File: config.mk
export PLATFORM = sky130hd
export DESIGN_NAME = wb_cmd_parser
export DESIGN_NICKNAME = d
export VERILOG_FILES = /design/src/rtl/wb_cmd_parser.sv
export SDC_FILE = /design/constraint.sdc
export NUM_CORES = 1
export LEC_CHECK = 0
export CAP_MARGIN = 20
export CORE_MARGIN = 4
export CORE_UTILIZATION = 47
export CTS_CLUSTER_SIZE = 8
export DETAILED_ROUTE_END_ITERATION = 10
export PLACE_DENSITY = 0.75
export SYNTH_ARGS = -nofsm -noshare
export SYNTH_HDL_FRONTEND = slang
export SYNTH_SLANG_ARGS = --single-unit
File: constraint.sdc
create_clock -name i_clk -period 2.2 [get_ports i_clk]
set_input_delay 0.44 -clock i_clk [delete_from_list [all_inputs] [get_ports i_clk]]
set_output_delay 0.44 -clock i_clk [all_outputs]
set_load 0.005 [all_outputs]
File: src/rtl/wb_cmd_parser.sv
// ASCII byte stream to 34-bit Wishbone command words {sub-code, payload}.
// One finished word is held on a strobe/busy handshake; the byte source is stalled while it waits.
module wb_cmd_parser (
  input  logic        i_clk,
  input  logic        i_reset,
  input  logic        i_stb,
  input  logic [7:0]  i_byte,
  output logic        o_busy,
  output logic        o_cmd_stb,
  output logic [33:0] o_cmd_word,
  input  logic        i_cmd_busy,
  output logic        o_err
);

  typedef enum logic [0:0] {StIdle, StAccum} state_e;

  state_e      state_q;
  logic [1:0]  sub_q;
  logic [31:0] acc_q;
  logic [3:0]  cnt_q;
  logic        cmd_stb_q;
  logic [33:0] cmd_word_q;
  logic        err_q;

  logic       accept;
  logic       is_hex;
  logic       is_cmd;
  logic       is_bad;
  logic [3:0] nibble;
  logic [1:0] code;

  assign o_busy     = cmd_stb_q && i_cmd_busy;
  assign o_cmd_stb  = cmd_stb_q;
  assign o_cmd_word = cmd_word_q;
  assign o_err      = err_q;
  assign accept     = i_stb && !o_busy;
  assign is_bad     = i_byte[7];

  always_comb begin
    is_hex = 1'b0;
    nibble = 4'd0;
    if (i_byte >= "0" && i_byte <= "9") begin
      is_hex = 1'b1;
      nibble = i_byte[3:0];
    end else if ((i_byte >= "A" && i_byte <= "F") || (i_byte >= "a" && i_byte <= "f")) begin
      // Low nibble of 'A'..'F' / 'a'..'f' is 1..6
      is_hex = 1'b1;
      nibble = i_byte[3:0] + 4'd9;
    end
  end

  always_comb begin
    is_cmd = 1'b1;
    code   = 2'b00;
    case (i_byte)
      "R", "r": code = 2'b00;
      "W", "w": code = 2'b01;
      "A", "a": code = 2'b10;
      "S", "s": code = 2'b11;
      default:  is_cmd = 1'b0;
    endcase
  end

  always_ff @(posedge i_clk) begin
    if (i_reset) begin
      state_q    <= StIdle;
      sub_q      <= 2'b00;
      acc_q      <= 32'd0;
      cnt_q      <= 4'd0;
      cmd_stb_q  <= 1'b0;
      cmd_word_q <= 34'd0;
      err_q      <= 1'b0;
    end else begin
      err_q <= 1'b0;
      if (cmd_stb_q && !i_cmd_busy) cmd_stb_q <= 1'b0;
      if (accept) begin
        unique case (state_q)
          StIdle: begin
            if (is_bad) begin
              err_q <= 1'b1;
            end else if (is_cmd) begin
              sub_q   <= code;
              acc_q   <= 32'd0;
              cnt_q   <= 4'd0;
              state_q <= StAccum;
            end
          end
          StAccum: begin
            // HEX is tested before CMD so 'a'/'A' count as digits here
            if (is_bad) begin
              err_q   <= 1'b1;
              state_q <= StIdle;
            end else if (is_hex) begin
              acc_q <= {acc_q[27:0], nibble};
              if (cnt_q != 4'd9) cnt_q <= cnt_q + 4'd1;
              if (cnt_q == 4'd8) err_q <= 1'b1;
            end else begin
              cmd_word_q <= {sub_q, acc_q};
              cmd_stb_q  <= 1'b1;
              if (is_cmd) begin
                sub_q <= code;
                acc_q <= 32'd0;
                cnt_q <= 4'd0;
              end else begin
                state_q <= StIdle;
              end
            end
          end
          default: state_q <= StIdle;
        endcase
      end
    end
  end

endmodule
== After elaboration in Yosys (flattened, before gate mapping) ==
Cells that the tools add are included.
Operators by class
  mux-type cells: 37
  bitwise logic cells: 4
  reductions and logical operators: 18
  add/sub/neg operators: 2
  order comparisons: 6
  equal/unequal tests: 14
Operators by type and width (count)
  two-way mux 32 bit: 4
  equality test 8 x 7 -> 1 bit (second input constant): 8
  case mux 32 bit (2 select lines): 1
  two-way mux 4 bit: 7
  >= comparator 8 x 7 -> 1 bit (second input constant): 2
  less-or-equal comparator 8 x 7 -> 1 bit (second input constant): 2
  two-way mux 1 bit: 16
  AND reduction 4 bit: 3
  >= comparator 8 x 6 -> 1 bit (second input constant): 1
  less-or-equal comparator 8 x 6 -> 1 bit (second input constant): 1
  two-way mux 2 bit: 4
  case mux 4 bit (2 select lines): 1
  OR reduction 2 bit: 4
  OR reduction 8 bit: 1
  logical AND 1 bit: 6
  inequality test 2 bit (second input constant): 3
  case mux 2 bit (3 select lines): 1
  adder 4 x 1 -> 4 bit (second input constant): 1
  adder 4 bit (second input constant): 1
  equality test 4 bit (second input constant): 1
  inequality test 4 bit (second input constant): 1
  inverter 1 bit: 4
  case mux 1 bit (2 select lines): 2
  case mux 2 bit (2 select lines): 1
  4 further kinds: 5
Word-level totals
  word-level logic and storage cells: 88
  bits of input ports: 12
  output and inout bits: 37
  register bits: 75

== Logic depth before layout (Yosys ltp) ==
  depth after elaboration: 9
  gate-level depth with buffers: 9
  mapped depth without buffers: 7

== Worst setup path after synthesis ==
OpenSTA, ideal clock, no wires.
  path type: input port to flip-flop
  start point: input i_byte[7]
  end point: register cnt_q[2]
  buffers on the path: 2
  path slack: -0.094 ns
  cell stages on the path: 7
  library setup time: 0.059 ns
  data arrival time: 2.235 ns
  data required time: 2.141 ns
  path through: or3b_1 clkbuf_2 or4_1 buf_2 a211oi_4 and4b_1 a211o_1
On the way
  cells in the longest elaborated chain, start to end: 8
  elaborated cells on any way between the ends: 31
  those cells by class: 6 x order compare; 11 x eq/ne; 8 x mux; 6 x reduce/logical
RTL lines
  from (decl): RTL line 7  | input logic [7:0] i_byte,
  >= comparator 8 x 7 -> 1 bit or less-or-equal comparator 8 x 7 -> 1 bit (tied branches): RTL line 45  | end else if ((i_byte >= "A" && i_byte <= "F") || (i_byte >= "a" && i_byte <= "f")) begin
  logical AND 1 bit: RTL line 45
  logical OR 1 bit: RTL line 45
  two-way mux 1 bit: RTL line 45
  two-way mux 1 bit: RTL line 42  | if (i_byte >= "0" && i_byte <= "9") begin
  two-way mux 4 bit: RTL line 93  | end else if (is_hex) begin
  two-way mux 4 bit: RTL line 90  | if (is_bad) begin
  case mux 4 bit (2 select lines): RTL line 77  | unique case (state_q)
  to (signal assigned): RTL line 95  | if (cnt_q != 4'd9) cnt_q <= cnt_q + 4'd1;
  to (decl): RTL line 20  | logic [3:0] cnt_q;
Several ways; a longest one is shown, not always the timed one. The select of a mux whose other input is x is not followed.
A chain may end at the register's enable or synchronous reset.

== Worst setup path in the final report ==
  start point: input i_byte[6]
  end point: register cnt_q[0]
Same word-level chain as after synthesis.

==> impl_summary.md <==
Run status
The run finished with clean final reports.

Run
The max-capacitance violation count is 0.

Yosys
Sorting the synthesized cells by how often they occur yields sky130_fd_sc_hd__nand2_1 (76), sky130_fd_sc_hd__dfxtp_1 (75), sky130_fd_sc_hd__a21oi_1 (38). After synthesis the netlist holds a flip-flop and latch count of 75. Ranked by total cell area, the synthesized netlist is headed by sky130_fd_sc_hd__dfxtp_1 (53%), sky130_fd_sc_hd__nand2_1 (10%), sky130_fd_sc_hd__a22o_1 (9.9%).

The count of different cell masters after synthesis is 38. The share of the synthesized area in the top cell type is 0.528. The top flip-flop cell by instance count after synthesis is sky130_fd_sc_hd__dfxtp_1. The count of flip-flops with a built-in enable after synthesis is 0. For this run, asynchronously set or reset flops after synthesis account for 0. Synthesis handed over a netlist of 306 instances. Synthesis produced a netlist with a net count of about 330. Yosys instantiated no cell more often than sky130_fd_sc_hd__nand2_1. The biggest area consumer among synthesized cells is sky130_fd_sc_hd__dfxtp_1. For this run, the register share of the synthesized area comes to 0.528. The cell area after technology mapping is between 0.002 and 0.003 sq mm. The mean post-synth cell area is a little over 9 sq um. The Yosys step of the flow raised 0 warnings.

Finish
The share of final-layout standard cells stronger than drive strength 1 is 0.191. The filler cells instantiated in the layout total about 480. The area of the multi-input gates is 0.00129 sq mm.

At the end of the flow the core is filled with cells to 0.665. The antenna diode count is 0. The post-layout net count is about 410. Compared with the post-synthesis result, the final layout area differs by 37.6%. The sequential cell area in the final layout is around 0.0015 sq mm.

Setup path
The endpoint kind of the worst setup timing path is a flip-flop. The end of the worst register-to-register path is o_cmd_word[9]. In this design, the stage delay of the slowest critical-path cell is about 0.46 ns.

The critical path in this run is classified as in -> reg. The largest individual stage delay along the critical path comes from the cell sky130_fd_sc_hd__clkdlybuf4s50_1. The number of cells on the worst reg-to-reg path is 7. The critical path startpoint category is an input port. The worst register-to-register path begins at o_cmd_stb. The data arrival time of the worst path is between 2 and 2.5 ns. Of all nets on the critical path, the largest fanout is 4. Traced cell by cell, the critical path runs through clkdlybuf4s50_1 -> or3b_1 -> or4_4 -> buf_4 -> a211oi_2 -> a211oi_1 -> nor3_1. For flop-to-flop paths, the worst setup slack is 0.43 ns.

STA puts the critical path data required time at 2.46 ns.

Global routing
The initial antenna violation count came to 0. The wire length of the first global-routing pass is ~11000 microns. For met2 alone, demand over resource in global routing was 0.305. For met1 alone, demand over resource in global routing was 0.226. Across every metal layer, demand over resource in global routing totals 0.182.

The global-route congestion overflow total is 0. The layer flagged by global routing as most heavily used is met2. The maximum number of pins on one net before global-route repair is 20. For met3 alone, demand over resource in global routing was 0.0471. The number of global-route vias before repair is around 2400.

Drt
Summed over all layers, the routed wires come to about 6600 microns. The number of iterations in the first detailed-routing pass is 4. After the first detailed-routing iteration, the DRC count stood at 90. The count of nets left with antenna violations once routing finished came out at 0. The via density per instance is 5.31. The post-route DRC violation count is 0. In the final routed layout, each cell accounts on average for 14.2 microns. The routed layout has between 2000 and 2500 vias.

STA
The final setup skew is 0.00870 ns. Setup repair after global routing could not meet its margin everywhere. Setup violations remaining at the end of the flow were counted as 0. The number of slew-limit violations in the final report is 0. The setup total negative slack is 0 ns.

The final number of hold-violating endpoints is 0. In this run the tightest slew margin relative to its limit is 0.777. The top achievable clock speed is about 0.46 GHz. For the pin with the worst max-slew slack, the measured transition is 0.331 ns.

The final worst-path cycle share is 0.987. The smallest clock period supported by the final layout is computed as approximately 2.2 ns.

Pwr
In this run the power density over the cells is approximately 630 mW/mm^2. IR analysis of the VDD net gives a maximum drop of 0.440 mV. The total leakage power is between 1 and 1.5 nW.

Floorplanning
The region available for standard cell placement spans ~0.0059 sq mm. For this design the top-level I/O count stands at a little under 50. The count of standard-cell rows is 28. The area enclosed by the die boundary is between 0.007 and 0.008 sq mm. The starting utilization of the core area is 0.483.

The vertical die dimension is around 86 microns. The die outline width is 85.8 microns.

CTS
The tree is rooted in a sky130_fd_sc_hd__clkbuf_8. The number of buffers inserted for hold repair after clock tree synthesis is 0. The H-tree generated during clock tree synthesis spans 3 levels. The later pin in the worst-skew pair is clocked with a latency of 0.34 ns. Buffers inserted during clock tree synthesis total 9. The register clock-pin slew on the reported worst setup and hold paths is ~0.07 ns. The TritonCTS clock tree is built.

The clock drives 75 sinks. No sink is reached through more buffers than the 2 on the longest clock path.

Hold path
For hold timing, the worst endpoint is o_cmd_word[32]. The worst hold path begins at o_cmd_word[32]. The worst hold path was traced through 2 stages.

The path class of the tightest hold or removal check is reg -> reg.

Place
Detailed placement finished with a half-perimeter wire length of around 4500 microns. The number of I/O port buffers is 48. The congestion estimate from routability-driven global placement came to ~0.85.
## layer usage
metal	part of all wire	wire length, microns
met5	0	0
met4	0.012	82
met3	0.041	273
met2	0.49	3270
met1	0.45	3000
## placed cells by master, fill, tap and decap left out, drive strengths merged, types with 2 or more instances in the layout
| cell type | count |
|---|---|
| a211o | 3 |
| a211oi | 6 |
| a21o | 3 |
| a21oi | 38 |
| a22o | 32 |
| a32o | 2 |
| buf | 43 |
| clkbuf | 13 |
| clkdlybuf4s50 | 44 |
| clkinv | 2 |
| dfxtp | 75 |
| dlygate4sd2 | 2 |
| ha | 7 |
| inv | 7 |
| nand2 | 76 |
| nand3 | 3 |
| nor2 | 3 |
| nor2b | 2 |
| nor3 | 4 |
| nor3b | 2 |
| o21ai | 5 |
| xnor2 | 2 |
## sequential cells by signal, indices dropped and copies added, names as in the netlist
signal and flops:
state_q 1, o_cmd_stb 1, cnt_q 4, acc_q 32
o_err 1, sub_q 2, o_cmd_word 34
## report_power, final
| group | switching [mW] | internal [mW] |
|---|---|---|
| sequential | 0.000505 | 1.36 |
| combinational | 0.0651 | 0.0580 |
| clock | 0.484 | 0.503 |
## worst max-delay path by stage
stage / start / to / slack [ns] / cells past startpoint
after detailed placement: i_byte[6] / cnt_q[0] / -0.51 / 7
after floorplan: i_byte[7] / cnt_q[2] / -0.07 / 7
after global routing: i_byte[6] / sub_q[0] / -0.01 / 9
final: i_byte[6] / cnt_q[0] / 0.03 / 7
after CTS: i_byte[6] / cnt_q[3] / 0.03 / 7
after global placement: i_byte[6] / cnt_q[0] / -0.49 / 7
## metrics by stage
stage	hold slack (ns)	cell area (sq um)	instances	setup slack (ns)	power, mW
2_1_floorplan	0.431	2850	306	-0.0662	1.44
3_3_place_gp	0.440	3600	446	-0.488	1.50
3_5_place_dp	0.444	3600	446	-0.512	1.50
4_1_cts	0.454	3880	465	0.0281	2.49
5_1_grt	0.484	3920	467	-0.0125	2.56
6_report	0.453	3920	467	0.0279	2.47
## cells by family after synthesis
| kind of cell | share of synthesized area |
|---|---|
| DFF | 0.528 |
| xor gates and xnor gates | 0.00924 |
| and+or+nand+nor | 0.153 |
| buffers and inverters | 0.0457 |
| AOI/OAI and AO/OA | 0.233 |
| adders and majority gates | 0.0308 |
## cell type report
type / count / share of cell area
inverters: 7 / 0.00671
multi-input cells: 204 / 0.330
flip-flops and latches: 75 / 0.384
clock inverters: 3 / 0.00543
well taps: 75 / 0.0240
clock buffers: 13 / 0.0431
repair buffers: 90 / 0.207
## critical path, delay by kind of cell
family                 cells  cell delay, ns
and+or+nand+nor            3            1.00
buffers and inverters      2            0.64
AOI/OAI and AO/OA          2            0.35
## what timing repair did
action / 4_1_cts / 5_1_grt
gates resized for setup: 21 / 9
setup buffers: 3 / 0
gates cloned: 0 / 2
setup endpoints to repair: 73 / 66
pin swaps: 2 / 2
Power figures use the tool's default switching activity.
